File: src/rtl/stim_sequencer_if.sv
// Stimulus sequencer bus: run control, DUT response input, stimulus and status outputs.
// The master modport is the sequencer side; slave is the harness/DUT side.
interface stim_sequencer_if #(
  parameter int IN_W  = 262,
  parameter int OUT_W = 330,
  parameter int CNT_W = 32
) ();
  logic             start_i;
  logic             abort_i;
  logic [31:0]      seed_i;
  logic [CNT_W-1:0] cycles_i;
  logic [OUT_W-1:0] dut_out_i;
  logic [IN_W-1:0]  stim_o;
  logic             stim_valid_o;
  logic [CNT_W-1:0] vec_cnt_o;
  logic             busy_o;
  logic             done_o;
  logic [31:0]      sig_o;

  modport master (
    input  start_i, abort_i, seed_i, cycles_i, dut_out_i,
    output stim_o, stim_valid_o, vec_cnt_o, busy_o, done_o, sig_o
  );

  modport slave (
    output start_i, abort_i, seed_i, cycles_i, dut_out_i,
    input  stim_o, stim_valid_o, vec_cnt_o, busy_o, done_o, sig_o
  );
endinterface

File: src/rtl/stim_sequencer.sv
// LCG stimulus sequencer: one 32-bit word per cycle, a full vector every NW cycles,
// responses folded into a 32-bit signature NW cycles after each vector is applied.
module stim_sequencer #(
  parameter int IN_W  = 262,
  parameter int OUT_W = 330,
  parameter int CNT_W = 32
) (
  input  logic              clk,
  input  logic              rst_n,
  stim_sequencer_if.master  bus
);
  localparam int NW     = (IN_W + 31) / 32;
  localparam int LAST_W = IN_W - 32 * (NW - 1);
  localparam int SH_W   = 32 * (NW - 1);
  localparam int NO     = (OUT_W + 31) / 32;
  localparam int KW     = (NW > 1) ? $clog2(NW) : 1;

  typedef enum logic [1:0] {IDLE, GEN, DRAIN, DONE} state_t;

  state_t            state;
  state_t            state_nxt;
  logic [31:0]       rng;
  logic [31:0]       rng_nxt;
  logic [CNT_W-1:0]  target;
  logic [CNT_W-1:0]  vec_cnt;
  logic [KW-1:0]     k;
  logic [SH_W-1:0]   shadow;
  logic [IN_W-1:0]   stim;
  logic              stim_valid;
  logic [31:0]       sig;
  logic [31:0]       sig_fold;
  logic [32*NO-1:0]  resp_pad;
  logic [31:0]       resp_x;
  logic              last_word;
  logic              run_end;
  logic              accept;
  logic              gen_step;
  logic              drain_step;
  logic              emit;
  logic              fold_en;
  logic              busy;
  logic              done;

  assign rng_nxt   = rng * 32'h41C64E6D + 32'h0000_3039;
  assign last_word = (k == KW'(NW - 1));
  // Compared one bit wider so a target of all-ones cannot alias to zero.
  assign run_end   = (({1'b0, vec_cnt} + 1'b1) == ({1'b0, target} + 1'b1));

  always_comb begin
    resp_pad = '0;
    resp_pad[OUT_W-1:0] = bus.dut_out_i;
    resp_x = '0;
    for (int i = 0; i < NO; i++) begin
      resp_x = resp_x ^ resp_pad[32*i +: 32];
    end
    sig_fold = {sig[30:0], sig[31] ^ sig[21] ^ sig[1] ^ sig[0]} ^ resp_x;
  end

  always_ff @(posedge clk) begin
    if (!rst_n) begin
      state <= IDLE;
    end else begin
      state <= state_nxt;
    end
  end

  always_comb begin
    state_nxt = state;
    unique case (state)
      IDLE, DONE: begin
        if (bus.start_i) state_nxt = GEN;
      end
      GEN: begin
        if (bus.abort_i)              state_nxt = IDLE;
        else if (last_word && run_end) state_nxt = DRAIN;
      end
      DRAIN: begin
        if (bus.abort_i)     state_nxt = IDLE;
        else if (last_word)  state_nxt = DONE;
      end
      default: state_nxt = IDLE;
    endcase
  end

  always_comb begin
    busy       = (state == GEN) || (state == DRAIN);
    done       = (state == DONE);
    accept     = ((state == IDLE) || (state == DONE)) && bus.start_i;
    gen_step   = (state == GEN) && !bus.abort_i;
    drain_step = (state == DRAIN) && !bus.abort_i;
    emit       = gen_step && last_word;
    // Vector 0 has no prior response; the final response is folded at the end of DRAIN.
    fold_en    = (emit && (vec_cnt != '0)) || (drain_step && last_word);
  end

  always_ff @(posedge clk) begin
    if (!rst_n) begin
      rng        <= '0;
      target     <= '0;
      vec_cnt    <= '0;
      k          <= '0;
      shadow     <= '0;
      stim       <= '0;
      stim_valid <= 1'b0;
      sig        <= '0;
    end else begin
      stim_valid <= emit;
      if (accept) begin
        rng     <= bus.seed_i;
        target  <= bus.cycles_i;
        sig     <= '0;
        vec_cnt <= '0;
        k       <= '0;
      end else begin
        if (gen_step) begin
          rng <= rng_nxt;
          if (last_word) begin
            stim    <= {rng_nxt[LAST_W-1:0], shadow};
            vec_cnt <= vec_cnt + CNT_W'(1);
            k       <= '0;
          end else begin
            shadow[32*k +: 32] <= rng_nxt;
            k <= k + 1'b1;
          end
        end
        if (drain_step) begin
          k <= last_word ? '0 : k + 1'b1;
        end
        if (fold_en) begin
          sig <= sig_fold;
        end
      end
    end
  end

  assign bus.stim_o       = stim;
  assign bus.stim_valid_o = stim_valid;
  assign bus.vec_cnt_o    = vec_cnt;
  assign bus.busy_o       = busy;
  assign bus.done_o       = done;
  assign bus.sig_o        = sig;
endmodule

File: src/flat_wrapper.sv
// flat-port wrapper written by rule: the top's interface ports become plain ports
module stim_sequencer_flat 
#(
  parameter int IN_W  = 262,
  parameter int OUT_W = 330,
  parameter int CNT_W = 32
)
  (clk, rst_n, bus_start_i, bus_abort_i, bus_seed_i, bus_cycles_i, bus_dut_out_i, bus_stim_o, bus_stim_valid_o, bus_vec_cnt_o, bus_busy_o, bus_done_o, bus_sig_o);
  stim_sequencer_if #(.IN_W(IN_W), .OUT_W(OUT_W), .CNT_W(CNT_W)) bus_i ();
  input  logic clk;
  input  logic rst_n;
  input wire logic [$bits(bus_i.start_i)-1:0] bus_start_i;
  input wire logic [$bits(bus_i.abort_i)-1:0] bus_abort_i;
  input wire logic [$bits(bus_i.seed_i)-1:0] bus_seed_i;
  input wire logic [$bits(bus_i.cycles_i)-1:0] bus_cycles_i;
  input wire logic [$bits(bus_i.dut_out_i)-1:0] bus_dut_out_i;
  output wire logic [$bits(bus_i.stim_o)-1:0] bus_stim_o;
  output wire logic [$bits(bus_i.stim_valid_o)-1:0] bus_stim_valid_o;
  output wire logic [$bits(bus_i.vec_cnt_o)-1:0] bus_vec_cnt_o;
  output wire logic [$bits(bus_i.busy_o)-1:0] bus_busy_o;
  output wire logic [$bits(bus_i.done_o)-1:0] bus_done_o;
  output wire logic [$bits(bus_i.sig_o)-1:0] bus_sig_o;
  assign bus_i.start_i = bus_start_i;
  assign bus_i.abort_i = bus_abort_i;
  assign bus_i.seed_i = bus_seed_i;
  assign bus_i.cycles_i = bus_cycles_i;
  assign bus_i.dut_out_i = bus_dut_out_i;
  assign bus_stim_o = bus_i.stim_o;
  assign bus_stim_valid_o = bus_i.stim_valid_o;
  assign bus_vec_cnt_o = bus_i.vec_cnt_o;
  assign bus_busy_o = bus_i.busy_o;
  assign bus_done_o = bus_i.done_o;
  assign bus_sig_o = bus_i.sig_o;
  stim_sequencer #(.IN_W(IN_W), .OUT_W(OUT_W), .CNT_W(CNT_W)) u_core (.clk(clk), .rst_n(rst_n), .bus(bus_i));
endmodule
File: config.mk
export PLATFORM = sky130hd
export DESIGN_NAME = stim_sequencer_flat
export DESIGN_NICKNAME = d
export VERILOG_FILES = /design/src/rtl/stim_sequencer_if.sv /design/src/rtl/stim_sequencer.sv /design/src/flat_wrapper.sv
export SDC_FILE = /design/constraint.sdc
export NUM_CORES = 2
export LEC_CHECK = 0
export CORE_MARGIN = 4
export CORE_UTILIZATION = 25
export DETAILED_ROUTE_END_ITERATION = 10
export PLACE_DENSITY_LB_ADDON = 0.1
export SKIP_LAST_GASP = 1
export SYNTH_ARGS = -nofsm -noshare
export SYNTH_HDL_FRONTEND = slang
export SYNTH_SLANG_ARGS = --single-unit
File: constraint.sdc
create_clock -name clk -period 13.44 [get_ports clk]
set_input_delay 2.688 -clock clk [delete_from_list [all_inputs] [get_ports clk]]
set_output_delay 2.688 -clock clk [all_outputs]
set_load 0.01 [all_outputs]
==> results.cfg <==
[run_status]
status = finished, final reports clean

[synthesis]
synth_largest_area_cell = dfxtp_1
ys_seq_elements = 653
yosysUniqueCellTypes = 76
syn_area_sq_um = 37700
seq_area_frac_synth = 0.346
synth_area_per_cell_sq_um = 8.30
synthArstFlopShare = 0
ys_top_cells_by_area = dfxtp_1 (35%), fa_1 (10%), nand2_1 (9.1%)
synth_top_area_frac = 0.346
syn_nets = 5348
synth_ff_type = dfxtp_1
synth_edf_count = 0
synthCells = 4544
yosysWarnings = 0

[setup_path]
cp_slowest_cell = nor3_2
reg2reg_depth = 23
critPathMaxFanout = 10
startpoint_type = flip-flop
crit_type = reg -> reg
critPathArrivalTime_ns = 8.65
crit_required_ns = 14.03
max_stage_delay_ns = 0.81
crit_chain = ha_1 > xor2_1 > ha_1 > a21oi_1 > fa_1 > fa_1 > inv_1 > fa_1 > fa_1 > fa_1 > inv_1 > fa_1 > inv_1 > ha_1 > a21o_1 > a21o_1 > a21o_1 > a2111oi_0 > nor4b_1 > nand3b_1 > and3_1 > nor3_2 > a31o_2
critPathTopFamily = adder cells
worst-path-stages = 23
crit_top_cell = fa_1
cp_num_buf_inv = 3
endpoint_kind = flip-flop

[cells_and_area]
layout-drive-gt1-share = 0.0445
fill_cells = 16005
layout.nets = 5956
synthToLayoutAreaGrowth_pct = 32.6

[clocking]
worstSkewPairLatency_ns = 0.69
ctsHtreeMaxLevel = 3
ctsHoldBuffers = 0
cts-resized-gates = 0
cts_tree = done
postCtsSetupBuffers = 0
cts_buffer_depth = 3
cts.sinks = 653
clkTransAtPathRegs_ns = 0.06
cts_root_buf = clkbuf_16
cts_buffers = 83

[sta]
fin_crit_sh = 0.599
hold_violations = 0
rsz0062_at_grt = no
fmax_mhz = 124
setup_viol = 0
relSlewSlack = 0.157
min_period_ns = 8.05
worst_slew_pin_slew_ns = 1.26
slew_violations = 0
tns_ns = 0
fin_skew_ns = 0.0501

[route]
wl_met3_um = 7740
top_layer = met5
drt_iter0_markers = 1875
route.detailed.drc = 0
dr.pass1.iters = 5
met1Wirelength_um = 68900
wire_per_inst_um = 23.6
drt-total-wl_um = 171000
vias_per_cell = 4.53
vias = 32827
dr_wl_met2_um = 90300
antenna_left = 0

[grt]
grt_use_total = 0.212
grt_max_degree = 194
grt_pass1_vias = 33364
grt-ovfl-total = 0
grt_pass1_wl_um = 243000
antenna_found_initial = 35

[hold_path]
hold_class = reg -> reg
min_path_cells = 2

[flow_run]
drv_cap = 0

[placed_design]
dp_hpwl_um = 133000
port_buffers = 726
gp_congestion = 0.868

[floorplanning]
initial_utilization = 0.252
dieArea_sq_um = 157000
fp.coreArea_sq_um = 150000
num_io_pins = 727
die_h_um = 397
die_w_um = 397
rows = 142
[placed cells by master (no fill, tap or decap), types with 15 or more instances in the layout]
cell	n
xnor2_1	359
a21oi_1	527
a21o_1	16
nor3_1	54
clkbuf_8	17
fa_1	188
and2_1	26
a211oi_1	27
a32o_1	24
nand2_1	908
and3_1	25
mux2i_1	27
nand4_1	33
nor2_1	290
buf_4	46
or3_1	17
o21ai_0	61
clkdlybuf4s50_1	725
inv_1	411
xor2_1	113
ha_1	218
nand3_1	94
clkbuf_1	15
o211ai_1	15
nor4_1	19
clkbuf_16	84
dfxtp_1	653
[final timing paths]
kind,startpoint,to,slack [ns]
worst max-delay path,u_core.rng[7],u_core.rng[31],5.39
worst max register to register,u_core.rng[7],u_core.rng[31],5.39
worst min register to register,u_core.shadow[209],u_core.bus.stim_o[209],0.44
worst min-delay path,u_core.shadow[209],u_core.bus.stim_o[209],0.44
[flip-flops by register name, indices dropped and copies added, names as in the netlist]
signal / count
u_core.bus.stim_o: 262
u_core.rng: 32
u_core.bus.sig_o: 32
u_core.bus.stim_valid_o: 1
u_core.state: 2
u_core.shadow: 256
u_core.k: 4
u_core.target: 32
u_core.bus.vec_cnt_o: 32
[routing by layer]
layer	up-vias	global-route usage
li1	15997	-
met3	190	0.0365
met4	10	0.0561
met2	827	0.398
met5	-	0
met1	15803	0.247
[cells in the mapped netlist, drive strengths merged (5+ instances only)]
cell type  instances
a211oi            27
a21o              16
a21oi            527
a22oi              9
a2bb2oi            7
a311oi             6
a31oi              5
a32o              24
a32oi              7
and2              27
and3              25
and4              13
buf               19
clkbuf           231
dfxtp            653
fa               188
ha               218
inv              412
mux2i             27
nand2            913
nand2b             9
nand3             94
nand4             36
nor2             291
nor2b              7
nor3              57
nor4              24
o211ai            16
o21a              10
o21ai             61
o21bai             6
o31ai              9
or3               17
or4                7
xnor2            366
xnor3              7
xor2             118
[stage by stage]
stage | setup WS (ns) | instances | hold slack, ns | util | area, sq um
after floorplan | 6.35 | 4544 | 0.429 | - | 37700
after detailed placement | 5.41 | 7083 | 0.442 | 0.314 | 47100
after global placement | 5.49 | 7083 | 0.440 | 0.314 | 47100
after global routing | 4.86 | 7238 | 0.454 | 0.333 | 50000
after CTS | 5.38 | 7234 | 0.439 | 0.333 | 50000
final | 5.39 | 7244 | 0.437 | 0.334 | 50000
[layout make-up]
cell class | instances | area, sq um | area share
antenna | 10 | 25.0 | 0.000500
clock buffer | 116 | 2390 | 0.0478
clock inverter | 35 | 472 | 0.00943
inverter | 412 | 1550 | 0.0311
multi-input combinational | 3229 | 22300 | 0.447
sequential | 653 | 13100 | 0.261
tap | 2016 | 2520 | 0.0504
timing repair buffer | 773 | 7640 | 0.153
[worst min-delay path: cells and delay by family (launching register included)]
| kind | cells | cell delay, ns |
|---|---|---|
| simple gates | 1 | 0.06 |
| compound gates | 1 | 0.05 |
| flops | 1 | 0.31 |
[logic make-up after synthesis]
group           after synthesis  synth area share
simple gates               1537             0.174
compound gates              767             0.117
buf+inv                     662            0.0665
flops                       653             0.346
xor+xnor                    491             0.117
fa+ha+maj                   406             0.172
mux                          28           0.00746
Power is not shown: default switching activity piles up to over one toggle a cycle in this logic, so the estimate is an artifact.
